`config.mk`:
```
export PLATFORM = sky130hd
export DESIGN_NAME = pic_bus_master
export DESIGN_NICKNAME = d
export VERILOG_FILES = /design/src/rtl/pic_bus_master.sv
export SDC_FILE = /design/constraint.sdc
export NUM_CORES = 1
export LEC_CHECK = 0
export ABC_CLOCK_PERIOD_IN_PS = 2300
export CAP_MARGIN = 20
export CORE_AREA = 4 4 61 63
export CTS_CLUSTER_SIZE = 16
export DETAILED_ROUTE_END_ITERATION = 6
export DIE_AREA = 0 0 65 67
export DONT_BUFFER_PORTS = 1
export HOLD_SLACK_MARGIN = 0.06
export PLACE_DENSITY = 0.74
export SKIP_CTS_REPAIR_TIMING = 1
export SLEW_MARGIN = 20
export SYNTH_ARGS = -nofsm -noshare
export SYNTH_HDL_FRONTEND = slang
export SYNTH_SLANG_ARGS = --single-unit
export TNS_END_PERCENT = 50
```
`constraint.sdc`:
```
create_clock -name clk -period 2.3 [get_ports clk]
set_clock_uncertainty 0.2 [all_clocks]
set_input_delay 0.23 -clock clk [delete_from_list [all_inputs] [get_ports clk]]
set_output_delay 0.23 -clock clk [all_outputs]
set_load 0.02 [all_outputs]
```
`src/rtl/pic_bus_master.sv`:
```
// Host-side bus cycle generator for the 8259 CPU port: runs the ICW sequence
// after init_start, then issues single OCW writes and status reads on request.
module pic_bus_master #(
    parameter int unsigned SETUP_CYC  = 1,
    parameter int unsigned STROBE_CYC = 2,
    parameter int unsigned HOLD_CYC   = 1
) (
    input  logic       clk,
    input  logic       reset,
    input  logic       init_start,
    input  logic [7:0] icw1,
    input  logic [7:0] icw2,
    input  logic [7:0] icw3,
    input  logic [7:0] icw4,
    input  logic       cmd_valid,
    output logic       cmd_ready,
    input  logic       cmd_write,
    input  logic       cmd_a1,
    input  logic [7:0] cmd_data,
    output logic       rsp_valid,
    output logic [7:0] rsp_data,
    output logic       init_done,
    output logic       busy,
    output logic       CS,
    output logic       rd_enable,
    output logic       wr_enable,
    output logic       A1,
    output logic [7:0] bus_data_out,
    output logic       bus_data_oe,
    input  logic [7:0] bus_data_in
);

    localparam logic [1:0] BUS_IDLE   = 2'd0;
    localparam logic [1:0] BUS_SETUP  = 2'd1;
    localparam logic [1:0] BUS_STROBE = 2'd2;
    localparam logic [1:0] BUS_HOLD   = 2'd3;

    localparam logic [2:0] SEQ_IDLE  = 3'd0;
    localparam logic [2:0] SEQ_ICW1  = 3'd1;
    localparam logic [2:0] SEQ_ICW2  = 3'd2;
    localparam logic [2:0] SEQ_ICW3  = 3'd3;
    localparam logic [2:0] SEQ_ICW4  = 3'd4;
    localparam logic [2:0] SEQ_READY = 3'd5;

    localparam logic [3:0] SETUP_LOAD  = 4'(SETUP_CYC - 1);
    localparam logic [3:0] STROBE_LOAD = 4'(STROBE_CYC - 1);
    localparam logic [3:0] HOLD_LOAD   = 4'(HOLD_CYC - 1);

    logic [1:0] bus_state;
    logic [2:0] seq_state;
    logic [3:0] cnt;
    logic       is_write;
    logic       sngl;
    logic       ic4;

    logic       bus_idle;
    logic       start_init;
    logic       launch;
    logic       l_write;
    logic       l_a1;
    logic [7:0] l_data;
    logic       hold_end;

    // One launch request per idle cycle; init_start outranks any command.
    always_comb begin
        bus_idle   = (bus_state == BUS_IDLE);
        start_init = init_start & bus_idle;
        cmd_ready  = (seq_state == SEQ_READY) & bus_idle & ~init_start;
        hold_end   = (bus_state == BUS_HOLD) && (cnt == 4'd0);
        launch     = 1'b0;
        l_write    = 1'b1;
        l_a1       = 1'b0;
        l_data     = '0;
        if (start_init) begin
            launch = 1'b1;
            l_data = icw1 | 8'h10;
        end else if (bus_idle) begin
            case (seq_state)
                SEQ_ICW2: begin launch = 1'b1; l_a1 = 1'b1; l_data = icw2; end
                SEQ_ICW3: begin launch = 1'b1; l_a1 = 1'b1; l_data = icw3; end
                SEQ_ICW4: begin launch = 1'b1; l_a1 = 1'b1; l_data = icw4; end
                SEQ_READY: begin
                    if (cmd_valid) begin
                        launch  = 1'b1;
                        l_write = cmd_write;
                        l_a1    = cmd_a1;
                        // A1=0 writes must never look like ICW1 to the PIC
                        l_data  = (cmd_write & ~cmd_a1) ? (cmd_data & 8'hEF) : cmd_data;
                    end
                end
                default: ;
            endcase
        end
    end

    assign init_done = (seq_state == SEQ_READY);
    assign busy      = ((seq_state >= SEQ_ICW1) && (seq_state <= SEQ_ICW4)) | ~bus_idle;

    always_ff @(posedge clk) begin
        if (reset) begin
            seq_state <= SEQ_IDLE;
            sngl      <= 1'b0;
            ic4       <= 1'b0;
        end else if (start_init) begin
            seq_state <= SEQ_ICW1;
            sngl      <= icw1[1];
            ic4       <= icw1[0];
        end else if (hold_end) begin
            case (seq_state)
                SEQ_ICW1: seq_state <= SEQ_ICW2;
                SEQ_ICW2: seq_state <= !sngl ? SEQ_ICW3 : (ic4 ? SEQ_ICW4 : SEQ_READY);
                SEQ_ICW3: seq_state <= ic4 ? SEQ_ICW4 : SEQ_READY;
                SEQ_ICW4: seq_state <= SEQ_READY;
                default:  seq_state <= seq_state;
            endcase
        end
    end

    always_ff @(posedge clk) begin
        if (reset) begin
            bus_state    <= BUS_IDLE;
            cnt          <= '0;
            is_write     <= 1'b0;
            CS           <= 1'b1;
            rd_enable    <= 1'b1;
            wr_enable    <= 1'b1;
            A1           <= 1'b0;
            bus_data_out <= '0;
            bus_data_oe  <= 1'b0;
            rsp_valid    <= 1'b0;
            rsp_data     <= '0;
        end else begin
            rsp_valid <= 1'b0;
            case (bus_state)
                BUS_IDLE: begin
                    if (launch) begin
                        bus_state   <= BUS_SETUP;
                        cnt         <= SETUP_LOAD;
                        is_write    <= l_write;
                        CS          <= 1'b0;
                        A1          <= l_a1;
                        bus_data_oe <= l_write;
                        if (l_write) bus_data_out <= l_data;
                    end
                end
                BUS_SETUP: begin
                    if (cnt == 4'd0) begin
                        bus_state <= BUS_STROBE;
                        cnt       <= STROBE_LOAD;
                        if (is_write) wr_enable <= 1'b0;
                        else          rd_enable <= 1'b0;
                    end else begin
                        cnt <= cnt - 4'd1;
                    end
                end
                BUS_STROBE: begin
                    if (cnt == 4'd0) begin
                        bus_state <= BUS_HOLD;
                        cnt       <= HOLD_LOAD;
                        wr_enable <= 1'b1;
                        rd_enable <= 1'b1;
                        if (!is_write) begin
                            rsp_valid <= 1'b1;
                            rsp_data  <= bus_data_in;
                        end
                    end else begin
                        cnt <= cnt - 4'd1;
                    end
                end
                default: begin
                    if (cnt == 4'd0) begin
                        bus_state   <= BUS_IDLE;
                        CS          <= 1'b1;
                        bus_data_oe <= 1'b0;
                    end else begin
                        cnt <= cnt - 4'd1;
                    end
                end
            endcase
        end
    end

endmodule
```
# Yosys cells after proc, flatten, opt, wreduce, memory -nomap -nowiden
# Cells that the tools add are included.
dict set report classes {
  addsub 1
  n_lt_le_gt_ge 2
  eq_ne 14
  muxes 43
  n_bitwise 12
  reduce_logical 23
}
# cell n
set op_table {}
lappend op_table {{8-bit case mux with 4 select lines} 1}
lappend op_table {{1-bit 2-to-1 mux} 21}
lappend op_table {{4-bit 2-to-1 mux} 4}
lappend op_table {{8-bit 2-to-1 mux} 2}
lappend op_table {{1-bit case mux with 2 select lines} 6}
lappend op_table {{3-bit case mux with 4 select lines} 1}
lappend op_table {{4-bit case mux with 3 select lines} 1}
lappend op_table {{4-bit AND reduction} 3}
lappend op_table {{3-bit AND reduction} 3}
lappend op_table {{2-bit 2-to-1 mux} 4}
lappend op_table {{2-bit inequality test (second input constant)} 4}
lappend op_table {{2-bit AND reduction} 4}
lappend op_table {{1-bit inverter} 7}
lappend op_table {{3-bit by 2-bit == test with 1-bit output (second input constant)} 2}
lappend op_table {{3-bit == test (second input constant)} 2}
lappend op_table {{2-bit case mux with 3 select lines} 1}
lappend op_table {{2-bit nonzero test} 3}
lappend op_table {{3-bit OR reduction} 2}
lappend op_table {{5-bit 2-to-1 mux} 1}
lappend op_table {{5-bit nonzero test} 1}
lappend op_table {{1-bit AND} 4}
lappend op_table {{2-bit == test (second input constant)} 2}
lappend op_table {{4-bit zero test} 1}
lappend op_table {{4-bit by 2-bit inequality test with 1-bit output (second input constant)} 1}
lappend op_table {{12 further kinds} 14}
dict set report totals {
  ff_bits 34
  inputBits 54
  out_inout_bits 25
  wordCells 110
}

# Depth between registers and ports, before layout
dict set report depth {
  depth_word 7
  ltp_mapped 7
  depth_no_buf 6
}

# Least setup slack after synthesis
# OpenSTA, ideal clock, no wires.
dict set report synth_path {
  kind {register to register}
  start {register cnt[0]}
  end {register cnt[1]}
  setup_ns 0.133
  arrival_time_ns 1.543
  required_time_ns 1.967
  path_slack_ns 0.424
  stages_incl_launch_ff 7
  n_path_buf 0
  synth_period_minus_slack_ns 1.876
  cell_sequence {dfxtp_1 -> inv_1 -> ha_1 -> or3b_4 -> or3_4 -> o211ai_1 -> o32ai_1}
}
dict set report synth_via {
  elab_chain_len 3
  elab_cells_between_ends 8
  classes_between {add/sub: 1; eq/ne: 1; mux: 4; reduce/logical: 2}
}
# element line
set synth_lines {}
lappend synth_lines {{start: declaration} 51} ;# logic [3:0] cnt;
lappend synth_lines {{start signal: assignment} 153} ;# cnt <= cnt - 4'd1;
lappend synth_lines {{start signal: assignment} 167} ;# cnt <= cnt - 4'd1;
lappend synth_lines {{start signal: assignment} 176} ;# cnt <= cnt - 4'd1;
lappend synth_lines {{4-bit by 1-bit subtractor with 4-bit output / 4-bit zero test (equally long branches)} --}
lappend synth_lines {{4-bit 2-to-1 mux (tied with other cells)} 171} ;# if (cnt == 4'd0) begin
lappend synth_lines {{4-bit case mux with 3 select lines / 2-bit AND reduction (equally long branches)} --}
# Several ways; a longest one is shown, not always the timed one. The select of a mux whose other input is x is not followed.
# A chain may end at the register's enable or synchronous reset.

# Worst setup path in the final report
dict set report layout_path {
  start {register seq_state[2]}
  end {register A1}
}
dict set report layout_via {
  elab_chain_len 6
  elab_cells_between_ends 11
  classes_between {eq/ne: 4; mux: 5; reduce/logical: 2}
}
# element line
set layout_lines {}
lappend layout_lines {{start: declaration} 50} ;# logic [2:0] seq_state;
lappend layout_lines {{start signal: assignment} 111} ;# SEQ_ICW2: seq_state <= !sngl ? SEQ_ICW3 : (ic4 ? SEQ_ICW4 : SEQ_READY);
lappend layout_lines {{start signal: assignment} 112} ;# SEQ_ICW3: seq_state <= ic4 ? SEQ_ICW4 : SEQ_READY;
lappend layout_lines {{start signal: assignment} 114} ;# default: seq_state <= seq_state;
lappend layout_lines {{3-bit == test / 3-bit by 2-bit == test with 1-bit output (equally long branches)} 78} ;# case (seq_state)
lappend layout_lines {{3-bit OR reduction (no line)} --}
lappend layout_lines {{1-bit case mux with 2 select lines} 78}
lappend layout_lines {{1-bit 2-to-1 mux} 77} ;# end else if (bus_idle) begin
lappend layout_lines {{1-bit 2-to-1 mux} 74} ;# if (start_init) begin
lappend layout_lines {{2-bit AND reduction (no line)} --}
lappend layout_lines {{end signal: assignment} 141} ;# A1 <= l_a1;
lappend layout_lines {{end: declaration} 27} ;# output logic A1,
# Several ways; a longest one is shown, not always the timed one.

==> run summary <==
fin crit share: 0.924
crit-path max cell delay: 0.57 ns
Clock Latency Late Sink: 0.35 ns
Final Non-Filler Cells: 284
Hold Path Origin: reset
Worst-path clk slew: 0.12 ns
xor/xnor share of the synthesized area: 0.00931
TritonCTS clock tree: built
most common cell in the netlist: dfxtp_1
first-pass GRT wire length: 7510 um
DR iter-0 viols: 183
Top FF cell, synth: dfxtp_1
Root Buffer: clkbuf_4
Peak VDD IR: 0.000848 V
Post-DP HPWL: 3730 um
vias: 1828
Clock Path Buffers: 2
Netlist cell types: 50
GP Congestion: 0.908
post-synthesis cell area: 0.00188 mm^2
initial antenna violation count: 0
Post-Synth Adder-Cell Area: 0.0399
# clock sinks: 34
Sw Pwr: 0.00107 W
Die ar.: 0.00436 mm^2
Synth Area in Simple Gates: 0.195
commonest cells in the netlist: 34 x dfxtp_1, 21 x nor2_1, 15 x a21oi_1, 15 x o21ai_0, 13 x nand2_1
largest family of logic cells by synthesized area: compound AO/OA/AOI/OAI gates
Post-synth EDFFs: 0
Critical Path Source Type: flop
Slew Viols, Final: 0
clock power share: 0.216
syn nets: 279
number of diodes: 0
Worst Path Buf+Inv: 1
Switching Fraction: 0.411
Via density: 6.44
share of cells above drive strength 1: 0.105
DRC Markers: 0
final WL: 5170 um
f_max: 0.471 GHz
Area Overhead vs Synth: 17.6%
Setup crit end kind: flop
post-route minimum period: 2.12 ns
largest fanout on the critical path: 13
final setup fails: 0
sequential area share after synthesis: 0.362
pin count of the biggest net entering global routing: 27
Synth Warn #: 0
vias in the first global route: 1594
Die Y: 67 um
multiplexer share of the synthesized area: 0.0426
setup ws final: 0.175 ns
Seq cells post-synth: 34
P per Cell Area: 1180 mW/mm^2
Crit. Startpoint: seq_state[2]
Die Wd: 65 um
dpl cell area: 0.00192 mm^2
worst path cell trace: nor2b_1 -> nand2_1 -> nor3_1 -> dlygate4sd3_1 -> nor3b_1
worst min-delay path class: primary input to flop
global route overflow: 0
Top delay family on crit path: simple AND/OR/NAND/NOR gates
total CTS buffers: 5
Critical Path RT: 2.35 ns
Port-buffer cells: 0
CP max-delay cell: dlygate4sd3_1
Logic pwr share: 0.406
Worst R2R Start: seq_state[2]
Final Cell Area: 0.00221 mm^2
post-route antenna net violation count: 0
Setup TNS: 0 ns
Rows: 21
routed len/inst: 18.2 um
Worst Max-Slew Pin Slew: 0.549 ns
num ports: 79
fraction of the mapped netlist area in compound gates: 0.299
dpl cells: 258
Post-Syn Area per Cell: 8.59 um^2
Synth area leader: dfxtp_1
final hold viol count: 18
P_int: 0.00154 W
H-tree depth: 2
Final nets: 297
RSZ-0062 raised after global routing: false
failing checks: hold timing
Max Cap Violations: 0
Async S/R FF share, synth: 0
Initial Utilization: 0.582
Arrival @ worst endpoint: 2.17 ns
status: finished with violations
sequential share of power: 0.378
Mapped Cells: 219
Area contributors post-synth: dfxtp_1 36%, a221oi_1 5.1%, mux2i_1 4.3%
Synth top area share: 0.362
DR pass1 iterations: 4
GRT Util Overall: 0.223
Core Box Area: 0.00323 mm^2
worst slack, placed: 0.236 ns
worst relative slew slack: 0.633
leakage power total: 0.895 nW
critical path type: flop to flop
hold slack: -0.267 ns
routing by layer:
| layer | wire length [um] | global-route usage | up-vias | part of all wire |
|---|---|---|---|---|
| li1 | - | - | 863 | - |
| met1 | 2000 | 0.258 | 867 | 0.39 |
| met2 | 2610 | 0.383 | 87 | 0.51 |
| met3 | 465 | 0.0826 | 11 | 0.090 |
| met4 | 87 | 0.0660 | 0 | 0.017 |
| met5 | 0 | 0 | - | 0 |
cell families after synthesis:
| family | Yosys count |
|---|---|
| xor+xnor | 2 |
| compound gates | 77 |
| fa+ha+maj | 6 |
| mux | 8 |
| simple gates | 70 |
| flops | 34 |
| buf+inv | 22 |
cells in the final DEF (no fill, tap or decap), drive strengths merged, types with 8 or more instances in the layout:
master,Yosys,routed
dfxtp,34,34
o21ai,15,15
nand2,13,13
nor2,21,21
mux2i,8,8
inv,9,9
a21oi,15,15
dlygate4sd3,0,18
nor3,9,9
a221oi,11,11
flip-flops by register name, indices dropped and copies added, names as in the netlist:
signal,flops
bus_state,2
rd_enable,1
rsp_data,8
is_write,1
wr_enable,1
sngl,1
cnt,4
rsp_valid,1
ic4,1
bus_data_oe,1
bus_data_out,8
seq_state,3
CS,1
A1,1
worst reg2reg max path, stage by stage, from the launching register on:
cell	delay, ns
dfxtp_2	0.47
nor2b_1	0.37
nand2_1	0.16
nor3_1	0.20
dlygate4sd3_1	0.57
nor3b_1	0.04
layout make-up:
type | count | area [um^2]
well taps | 46 | 57.6
flip-flops and latches | 34 | 682
multi-input cells | 163 | 1110
clock buffers | 5 | 37.5
clock inverters | 3 | 68.8
inverters | 9 | 33.8
fillers | 266 | 1020
repair buffers | 24 | 225
worst paths after layout:
path,end,slack (ns),cells past startpoint
min,bus_state[1],-0.27,1
max,A1,0.18,5
min reg2reg,cnt[1],0.33,2
max reg2reg,A1,0.18,5
power groups by stage:
stage	clock (W)	sequential [W]	combinational [W]
detailed placement	0	0.000997	0.000995
CTS	0.000567	0.000983	0.000999
floorplan	0	0.000940	0.000809
global placement	0	0.000987	0.000964
global route	0.000594	0.00101	0.00118
finish	0.000565	0.000987	0.00106
through the flow:
step                      total power, W   util
final                            0.00261  0.684
after global routing             0.00278  0.684
after CTS                        0.00255  0.626
after detailed placement         0.00199  0.593
after floorplan                  0.00175      -
after global placement           0.00195  0.593
Power figures use the tool's default switching activity.
